`src/rtl/dctq_row_ctrl.sv`:
```
// Sequencing controller for the DCTQ 8-entry row-collection register.
// Addresses serial samples into the register and hands completed rows to the 1-D DCT stage.
module dctq_row_ctrl #(
    parameter int WIDTH = 11,
    parameter int ROWS  = 8
) (
    input  logic             clk,
    input  logic             rst_n,
    input  logic [WIDTH-1:0] in_data,
    input  logic             in_valid,
    input  logic             in_sof,
    output logic             in_ready,
    output logic [WIDTH-1:0] reg_din,
    output logic [2:0]       reg_wa,
    output logic             reg_en,
    output logic             row_valid,
    input  logic             row_ready,
    output logic [7:0]       row_idx,
    output logic             row_last,
    output logic             err_misalign
);

    localparam int RW = (ROWS > 2) ? $clog2(ROWS) : 1;
    localparam logic [RW-1:0] ROW_MAX = RW'(ROWS - 1);

    logic [2:0]    col;
    logic [RW-1:0] row;
    logic          accept;
    logic          sof_acc;
    logic          xfer;
    logic          consume;

    // Handshakes: a transfer happens on a rising edge where valid and ready
    // are both 1; ready never depends on valid, and a valid source holds its
    // payload stable until that transfer.
    always_comb begin
        in_ready = 1'b0;
        if (col != 3'd7 || !row_valid || row_ready || in_sof) begin
            in_ready = 1'b1;
        end
    end

    // Column 7 is the transfer write; a start-of-frame sample always lands in entry 0
    // so it never overwrites the row still presented downstream.
    always_comb begin
        accept  = in_valid & in_ready;
        sof_acc = accept & in_sof;
        xfer    = accept & ~in_sof & (col == 3'd7);
        consume = row_valid & row_ready;
        reg_en  = accept;
        reg_din = in_data;
        reg_wa  = (in_valid && in_sof) ? 3'd0 : col;
    end

    always_ff @(posedge clk) begin
        if (!rst_n) begin
            col          <= 3'd0;
            row          <= '0;
            err_misalign <= 1'b0;
        end else begin
            err_misalign <= 1'b0;
            if (sof_acc) begin
                col          <= 3'd1;
                row          <= '0;
                err_misalign <= (col != 3'd0) || (row != '0);
            end else if (accept) begin
                col <= col + 3'd1;
                if (xfer) begin
                    row <= (row == ROW_MAX) ? '0 : row + RW'(1);
                end
            end
        end
    end

    // A transfer in the consume cycle refills the output without a bubble.
    always_ff @(posedge clk) begin
        if (!rst_n) begin
            row_valid <= 1'b0;
            row_idx   <= 8'd0;
            row_last  <= 1'b0;
        end else if (xfer) begin
            row_valid <= 1'b1;
            row_idx   <= 8'(row);
            row_last  <= (row == ROW_MAX);
        end else if (consume) begin
            row_valid <= 1'b0;
        end
    end

endmodule

```
`config.mk`:
```
export PLATFORM = sky130hd
export DESIGN_NAME = dctq_row_ctrl
export DESIGN_NICKNAME = d
export VERILOG_FILES = /design/src/rtl/dctq_row_ctrl.sv
export SDC_FILE = /design/constraint.sdc
export NUM_CORES = 1
export LEC_CHECK = 0
export ABC_AREA = 1
export CORE_MARGIN = 1.5
export CORE_UTILIZATION = 42
export CTS_BUF_LIST = sky130_fd_sc_hd__clkbuf_4
export DETAILED_ROUTE_END_ITERATION = 6
export GPL_TIMING_DRIVEN = 1
export PLACE_DENSITY = 0.86
export SYNTH_ARGS = -nofsm -noshare
export SYNTH_HDL_FRONTEND = slang
export SYNTH_SLANG_ARGS = --single-unit
export TNS_END_PERCENT = 20
```
`constraint.sdc`:
```
create_clock -name clk -period 3.6 [get_ports clk]
set_input_delay 0.36 -clock clk [delete_from_list [all_inputs] [get_ports clk]]
set_output_delay 0.36 -clock clk [all_outputs]
set_load 0.03 [all_outputs]
```
==> flow_summary.toml <==
[finish]
design_area_sq_um = 850
multi_input_area_sq_um = 349
diodes = 0
final_cell_mix = "18 x nand2_1, 17 x nor2_1, 15 x clkdlybuf4s50_1, 14 x inv_1, 12 x dfxtp_1"
num-nets-final = 133
area_delta_synth_final_pct = 9.87
drive_gt1_share_pct = 8.26
fillers = 173
seqCellArea_sq_um = 240
final_common_cell = "nand2_1"

[placement]
post_dp_cell_area_sq_um = 827
preCtsSetupSlack_ns = 1.22
gp_congestion = 0.779
dp_hpwl_mm = 1.11
io_buffers = 15

[power]
seq_power_share_pct = 51.6
ir_worst_vdd_mv = 0.135
p_leak_nw = 0.403
p_int_mw = 0.190
switching_power_mw = 0.0768
power_frac_clock_pct = 32.1
p_comb_share_pct = 16.4
netSwitchingFraction_pct = 28.8
total_power_mw = 0.267
p_per_area_nw_per_um2 = 314

[logic_synthesis]
synth_area_sq_um = 773
syn-mean-instance-area_sq_um = 7.36
synth_seq_cells = 12
ys_seq_area_share_pct = 31.1
synth_warnings = 0
synth.distinct_cells = 19
synth_cells = 105

[die]
num_io_pins = 43
die_area_sq_um = 2110
fp-row-count = 15
core_area_sq_um = 1730
start_util_pct = 44.8
die_w_um = 45.9
die_h_um = 45.9

[timing]
fmax_mhz = 416
rsz0062_at_grt = "false"
fin_ws_ns = 1.20
hold_ws_ns = 0.464
setup_viol = 0
drv_slew = 0
fin_crit_ns = 2.40
setup-tns-final_ns = 0
period_share_pct = 66.7
hold_violations = 0
clock_skew_ns = 0.000755

[setup_path]
critPathRequiredTime_ns = 3.24
startpoint_type = "register"
cp_slowest_stage_delay_ns = 0.71
worst_r2r_path_depth = 7
path_cells = "ha_1, ha_1, inv_1, nor2_4, nand2_1, clkdlybuf4s50_1"
critical_path_buf_inv_count = 2
critPathLaunch = "col[0]$_SDFFE_PN0P_"
rrSetupSlack_ns = 2.18
crit_type = "register to output port"
r2r-start = "col[0]$_SDFFE_PN0P_"
regToRegEndpoint = "row_idx[2]$_SDFFE_PN0P_"
crit_fanout = 7
crit_family = "buffers and inverters"
cpMostUsedCell = "ha_1"
crit_path_end_kind = "output port"
arrival_ns = 2.04
cpMaxStageDelayCell = "clkdlybuf4s50_1"

[clocking]
cts_made_buffers = 3
cts_tree = "built"
cts-htree-levels = 1
clockBufferDepth = 2
clock_latency_ns = 0.28
post_cts_buffers = 0
hold_buffers = 0
path_clk_slew_ns = 0.07
cts-root-buf = "clkbuf_4"
clock_sink_count = 12
cts.repair.resized = 0

[route]
final_antenna_net_count = 0
first_pass_iters = 4
drt_iter0_drc = 10
via_per_inst = 4.54
avgRoutedWirePerCell_um = 10.6
postRouteWirelength_mm = 1.41
drc = 0
via_count = 608

[grt]
grt_usage_pct = 14.5
grt_max_degree = 14
grt-ovfl-total = 0
grt_pass1_wl_mm = 2.14
grt_pass1_vias = 553
antenna_found_initial = 0

[hold_path]
min_path_cells = 2
min_from = "row_idx[0]$_SDFFE_PN0P_"
holdPathEnd = "row_idx[0]$_SDFFE_PN0P_"
hold_path.class = "register to register"

[status]
status = "finished clean"

[job]
max-cap-violations = 0
==> synth_stat cells <==
cell      number  area [sq um]
nor2_4         2          22.5
ha_1           6          75.1
nand3b_1       2          15.0
a21oi_1        6          30.0
nor2_2         1          6.26
a41oi_1        1          8.76
dfxtp_1       12           240
inv_2          1          3.75
nand4_1        2          12.5
conb_1         1          3.75
nand2_1       18          67.6
nor2_1        17          63.8
buf_6          2          22.5
buf_4         16           120
a21boi_0       1          7.51
nand3_1        1          5.00
nand3_2        1          10.0
nand2_2        1          6.26
inv_1         14          52.6
==> metrics by stage <==
step | utilization, % | cells
2_1_floorplan | - | 109
3_3_place_gp | 47.9 | 131
3_5_place_dp | 47.9 | 131
4_1_cts | 49.2 | 134
5_1_grt | 49.2 | 134
6_report | 49.2 | 134
==> logic make-up (layout without fill, tap and decap cells) <==
group                      count (synthesis)  after routing  synth area share [%]
and+or+nand+nor                           45             45                  27.0
buffers and inverters                     33             33                  25.7
AOI/OAI and AO/OA                          8              8                  5.99
other                                      1              5                 0.485
adders and majority gates                  6              6                  9.71
DFF                                       12             12                  31.1
==> tightest hold or removal path: cells and delay by family (launching register included) <==
kind	cells	cell delay [ns]
simple gates	1	0.06
compound gates	1	0.05
flops	1	0.31
==> sequential cells by signal (all words and copies together), names as in the netlist <==
register / flops
col: 3
row_last: 1
row_valid: 1
row: 3
err_misalign: 1
row_idx: 3
==> cell type report <==
type,instances,share of cell area (%)
timing repair buffer,15,17.7
tap,25,3.68
multi-input combinational,64,41.1
clock buffer,3,2.65
sequential,12,28.3
inverter,15,6.63
==> worst max path at each step <==
stage,to,slack [ns],cells past startpoint
6_report,in_ready,1.20,6
5_1_grt,in_ready,1.12,6
4_1_cts,in_ready,1.20,6
3_5_place_dp,reg_en,1.22,3
3_3_place_gp,reg_wa[0],1.26,5
2_1_floorplan,reg_en,1.73,5
==> power groups by stage <==
stage | combinational, mW | clock (mW) | sequential, mW
after floorplan | 0.0559 | 0 | 0.141
after global placement | 0.0427 | 0 | 0.140
after detailed placement | 0.0437 | 0 | 0.141
after CTS | 0.0439 | 0.0856 | 0.138
after global routing | 0.0478 | 0.0879 | 0.138
final | 0.0437 | 0.0856 | 0.138
==> routing by layer <==
layer	share of wire (%)	routed length [um]	track usage, %	vias up
met1	41	575	15.7	272
met2	50	711	24.7	25
met4	2.5	35	9.14	0
met3	6.6	93	3.57	5
li1	-	-	-	306
met5	0	0	0	-
(Power assumes the default switching activity.)
==> patch 1 (same flow settings) <==
The parameter `ROWS` goes from 8 to 4.
--- a/src/rtl/dctq_row_ctrl.sv
+++ b/src/rtl/dctq_row_ctrl.sv
@@ -4,3 +4,3 @@
     parameter int WIDTH = 11,
-    parameter int ROWS  = 8
+    parameter int ROWS  = 4
 ) (
Behaviour: no difference found for any inputs over 10 cycles, from zero or initial values and one cycle with rst_n low; that may be too few to reach the edited logic, so the function may still have changed.
==> patch 1 against the unedited design <==
Routed wire length shrank 24%. Worst hold slack improved by 0.0057 ns. Core utilization is 0.80 points higher. Highest routed layer unchanged. Die area is 10% lower. Final area shrank 10%. Power decreased by 11%. Area after synthesis is 11% lower. Setup slack improved by 0.010 ns. Largest power group unchanged. Sequential cell count fell by 2. Sequential power decreased by 16%.
==> patch 1: results (changes against the unedited design) <==
stage	metric	value	unit	change
placed_design	number of buffer cells added on primary ports	14		-1
routing	vias per inst	4.526		-0.24%
setup_path	critical path fanouts, max	11		+4
cts	number of H-tree levels	1		unchanged
finish	sequential cell area	200.2	um2	-17%
routing	Iter 0 DRT Violations	14		+4
pwr	worst IR drop on VDD	0.1543	mV	+14%
cts	number of instances resized during post-cts repair	0		unchanged
yosys	dominant cells by area after synthesis	sky130_fd_sc_hd__dfxtp_1 29%, sky130_fd_sc_hd__buf_4 19%, sky130_fd_sc_hd__ha_1 9.1%		
yosys	Seq/Total Area, Yosys	0.2904		-0.02030
cts	post-CTS setup repair buffer count	0		unchanged
finish	fill cell total of the finished layout	147		-15%
routing	first-pass iteration count of the detailed router	4		unchanged
yosys	Yosys Warn Count	0		unchanged
pwr	Static Leak	0.0003715	uW	-7.8%
yosys	cell types with the highest counts after synthesis	17 x sky130_fd_sc_hd__buf_4, 13 x sky130_fd_sc_hd__nor2_1, 12 x sky130_fd_sc_hd__inv_1, 12 x sky130_fd_sc_hd__nand2_1, 10 x sky130_fd_sc_hd__dfxtp_1		
cts	clock network latency to the later pin of the worst-skew pair	0.26	ns	-0.02 ns
cts	clock-pin slew reported for the worst setup and hold paths after clock tree synthesis	0.07	ns	about the same
placed_design	minimum setup slack after placement	1.223	ns	+0.004230 ns
finish	number of nets in the layout	120		-9.8%
routing	Post-Route WL	1072	um	-24%
cts	number of buffers added by the clock tree synthesis step	3		unchanged
min_path	beginning of the worst hold path	row_idx[0]		
timing	Worst Skew	0.009221	ns	+0.008466 ns
cts	cell at the root of the clock tree	sky130_fd_sc_hd__clkbuf_4		
grt	overall global routing resource usage	0.1289		-0.01594
setup_path	end of the worst register-to-register path	row_idx[1]		
setup_path	beginning of the critical path	in_valid		
setup_path	R2R Setup Slk	2.32	ns	+0.14 ns
grt	largest net degree at the start of global routing	12		-2
placed_design	half-perimeter wire length after detailed placement	839	um	-24%
grt	number of antenna violations at the first check in global routing	0		unchanged
finish	antenna fix cells	0		unchanged
grt	wire length of the first global-routing pass	1814	um	-15%
setup_path	maximum single-stage delay on the critical path	0.69	ns	-0.02 ns
finish	fraction of layout instances using a drive strength above 1	0.1122		+0.02968
setup_path	depth of the most critical reg-to-reg path	8		+1
outcome	run status	finished, final reports clean		
min_path	class of the tightest hold or removal check	reg2reg		
finish	largest registers in the final layout	col: 3 flops, row: 2 flops, row_idx: 2 flops		
setup_path	CP max stage cell	sky130_fd_sc_hd__clkdlybuf4s50_1		
placed_design	RePlAce Congestion	0.7524		-3.5%
placed_design	total cell area at the placement stage	735.7	um2	-11%
setup_path	launch instance of the worst register-to-register path	col[0]		
min_path	Hold Crit Depth	2		unchanged
yosys	Synth cell types	19		unchanged
grt	number of global-route vias before repair	469		-15%
patch 1: cell types whose count changed in the layout (fill, tap and decap cells not counted), sizes merged, moves of 2 or more:
cell / before / now
dfxtp: 12 / 10
nand2: 19 / 14
nand3: 2 / 4
nor2: 20 / 16
patch 1: kinds of logic after synthesis:
| kind of cell | after synthesis | synth area share |
|---|---|---|
| AO/OA/AOI/OAI | 7 | 0.05445 |
| adder cells (fa/ha/maj) | 5 | 0.09074 |
| buffers and inverters | 32 | 0.2686 |
| flip-flops | 10 | 0.2904 |
| other | 1 | 0.005439 |
| AND/OR/NAND/NOR | 38 | 0.2904 |
patch 1: where the power goes:
part / total [uW] / internal (uW) / switching [uW]
clock: 76.8 / 39.9 / 36.9
sequential: 116 / 113 / 2.05
combinational: 44.5 / 15.9 / 28.6
patch 1: final cells by class:
cell class / instances / share of cell area
Tap cell: 16 / 0.02627
Inverter: 14 / 0.06897
Clock buffer: 3 / 0.02956
Multi-Input combinational cell: 56 / 0.4236
Sequential cell: 10 / 0.2627
Timing Repair Buffer: 14 / 0.1839
Clock inverter: 1 / 0.004926
patch 1: worst max-delay path: cells and delay by family:
kind | cells | cell delay (ns)
buffers and inverters | 3 | 1.38
AND/OR/NAND/NOR | 2 | 0.30
patch 1: worst max-delay path by stage:
stage                     end  slack [ns]  cells past startpoint
floorplan              reg_en        1.71                      5
global placement    reg_wa[0]        1.22                      5
detailed placement  reg_wa[0]        1.22                      5
CTS                 reg_wa[0]        1.22                      5
global route        reg_wa[0]        1.09                      5
finish              reg_wa[0]        1.21                      5
patch 1: per-stage QoR:
step / instances / hold slack, ns
after floorplan: 98 / 0.4775
after global placement: 110 / 0.4532
after detailed placement: 110 / 0.4576
after CTS: 114 / 0.4701
after global routing: 114 / 0.5096
final: 114 / 0.4693
patch 1: metal layers:
| layer | GRT usage | part of all wire | vias up | wire length, um |
|---|---|---|---|---|
| met4 | 0.09091 | 0.021 | 0 | 22 |
| met5 | 0 | 0 | - | 0 |
| met1 | 0.1491 | 0.46 | 219 | 489 |
| met3 | 0.03750 | 0.075 | 4 | 80 |
| met2 | 0.2030 | 0.45 | 21 | 479 |
| li1 | - | - | 272 | - |
==> patch 2 (same flow settings) <==
Without the edit above. Make the reset (`rst_n`) asynchronous in 2 clocked blocks.
--- a/src/rtl/dctq_row_ctrl.sv
+++ b/src/rtl/dctq_row_ctrl.sv
@@ -54,3 +54,3 @@
 
-    always_ff @(posedge clk) begin
+    always_ff @(posedge clk or negedge rst_n) begin
         if (!rst_n) begin
@@ -75,3 +75,3 @@
     // A transfer in the consume cycle refills the output without a bubble.
-    always_ff @(posedge clk) begin
+    always_ff @(posedge clk or negedge rst_n) begin
         if (!rst_n) begin
Formal check against the unedited RTL: differs if rst_n is asserted again (counterexample within 4 cycles, from zero or initial values and one cycle with rst_n low); with rst_n held inactive, the same outputs for 10 cycles.
==> patch 2 against the unedited design <==
Area after synthesis is 6.3% higher. Via count fell by 3.3%. Routed wire length fell by 2.8%. Final area is 6.6% higher. Core utilization increased by 1.6 points. Synthesized cell count decreased by 11%. Non-clock buffer count stayed put. Largest cell class unchanged. Sequential cell count unchanged. Setup slack worse by 0.10 ns. Sequential share of layout area up 4.9 points. Global-route usage fell by 0.45 points. Count of clock-buffer cells in the layout stayed put.
Power is not compared: it rests on default switching activity, and its combinational part moved more than twofold at a synthesized area within 25%.
==> patch 2: results (changes against the unedited design) <==
stage	metric	value	unit	change
finish	fraction of layout instances using a drive strength above 1	0.1939		+0.1113
yosys	predominant post-synthesis flop cell	sky130_fd_sc_hd__dfrtp_1		
cts	clock-pin slew reported for the worst setup and hold paths after clock tree synthesis	0.07	ns	about the same
yosys	Seq/Total Area, Yosys	0.3653		+0.05462
routing	amount of wire on met3 after detailed routing	86	um	-7.5%
min_path	class of the tightest hold or removal check	in2async		
outcome	run status	finished, final reports clean		
setup_path	critical path fanouts, max	3		-4
routing	vias per inst	4.780		+5.4%
yosys	dominant cells by area after synthesis	sky130_fd_sc_hd__dfrtp_1 37%, sky130_fd_sc_hd__buf_4 16%, sky130_fd_sc_hd__ha_1 9.1%		
finish	fill cell total of the finished layout	168		-2.9%
routing	detailed route wirelength on metal2	697	um	-2.0%
routing	Avg WL per Cell	11.18	um	+5.9%
placed_design	number of buffer cells added on primary ports	15		unchanged
cts	number of H-tree levels	1		unchanged
cts	clock network latency to the later pin of the worst-skew pair	0.27	ns	
grt	overall global routing resource usage	0.1403		-0.004529
yosys	Synth cell types	17		-2
placed_design	half-perimeter wire length after detailed placement	1073	um	-3.2%
timing	Worst Skew	0.001204	ns	+0.0004487 ns
routing	first-pass iteration count of the detailed router	2		-2
setup_path	end of the worst register-to-register path	row[0]		
finish	number of nets in the layout	121		-9.0%
routing	Iter 0 DRT Violations	8		-2
grt	number of global-route vias before repair	527		-4.7%
routing	Routed met1 length	582	um	+1.2%
placed_design	minimum setup slack after placement	1.185	ns	-0.03338 ns
grt	wire length of the first global-routing pass	2118	um	-0.98%
yosys	proportion of register bits with asynchronous set or reset after synthesis	1.000		+1.000
setup_path	depth of the most critical reg-to-reg path	8		+1
timing	Least-Margin Pin Slew	0.5585	ns	
setup_path	launch instance of the worst register-to-register path	col[0]		
grt	number of antenna violations at the first check in global routing	0		unchanged
cts	number of instances resized during post-cts repair	0		unchanged
yosys	cell types with the highest counts after synthesis	17 x sky130_fd_sc_hd__buf_4, 17 x sky130_fd_sc_hd__nand2_1, 12 x sky130_fd_sc_hd__dfrtp_1		
placed_design	RePlAce Congestion	0.7783		-0.13%
[patch 2: kinds of logic (layout without fill, tap and decap cells)]
family                     after synthesis  count (layout)  share of synthesized area
AOI/OAI and AO/OA                        5               5                    0.05327
adders and majority gates                6               6                    0.09132
DFF                                     12              12                     0.3653
other                                    1               5                   0.004562
and+or+nand+nor                         38              38                     0.2572
buffers and inverters                   31              32                     0.2283
[patch 2: cell type report]
type | count | area, um2 | share of cell area
well taps | 25 | 31.28 | 0.03453
clock buffers | 3 | 22.52 | 0.02486
repair buffers | 15 | 150.1 | 0.1657
inverters | 13 | 48.80 | 0.05387
clock inverters | 1 | 3.754 | 0.004144
flip-flops and latches | 12 | 300.3 | 0.3315
multi-input cells | 54 | 349.1 | 0.3854
[patch 2: metrics by stage]
stage | utilization | hold WS (ns) | area (um2) | instances
after floorplan | - | 0.06441 | 837.1 | 97
after global placement | 0.4933 | 0.4651 | 879.6 | 119
after detailed placement | 0.4933 | 0.4689 | 879.6 | 119
after global routing | 0.5081 | 0.4789 | 905.9 | 123
after CTS | 0.5081 | 0.4526 | 905.9 | 123
final | 0.5081 | 0.4445 | 905.9 | 123
[patch 2: per-layer routing]
metal | GRT usage | vias up
li1 | - | 281
met1 | 0.1643 | 285
met2 | 0.2351 | 20
met3 | 0.06154 | 2
met4 | 0.03333 | 0
met5 | 0 | -
[patch 2: worst max-delay path, stage by stage (launching register included)]
cell	delay [ns]
sky130_fd_sc_hd__dfrtp_1	0.40
sky130_fd_sc_hd__ha_1	0.21
sky130_fd_sc_hd__ha_1	0.19
sky130_fd_sc_hd__inv_1	0.09
sky130_fd_sc_hd__nor2_4	0.05
sky130_fd_sc_hd__nand3_2	0.08
sky130_fd_sc_hd__nand2_1	0.10
sky130_fd_sc_hd__inv_1	0.08
sky130_fd_sc_hd__clkdlybuf4s50_1	0.67
[patch 2: how the worst max path moves through the flow]
stage                  start        end  slack, ns  cells after the start
finish                col[0]     reg_en       1.09                      8
global route          col[0]     reg_en       1.02                      8
CTS                   col[0]     reg_en       1.08                      8
detailed placement  in_valid  reg_wa[0]       1.19                      5
floorplan             col[0]     reg_en       1.88                      7
global placement    in_valid  reg_wa[2]       1.22                      5
[patch 2: power breakdown]
| part | internal, uW | total (uW) | switching [uW] | leakage (uW) |
|---|---|---|---|---|
| registers | 153 | 169 | 15.7 | 0.000156 |
| logic | 53.4 | 138 | 84.3 | 0.000286 |
| clock network | 40.2 | 83.8 | 43.7 | 0.0000154 |
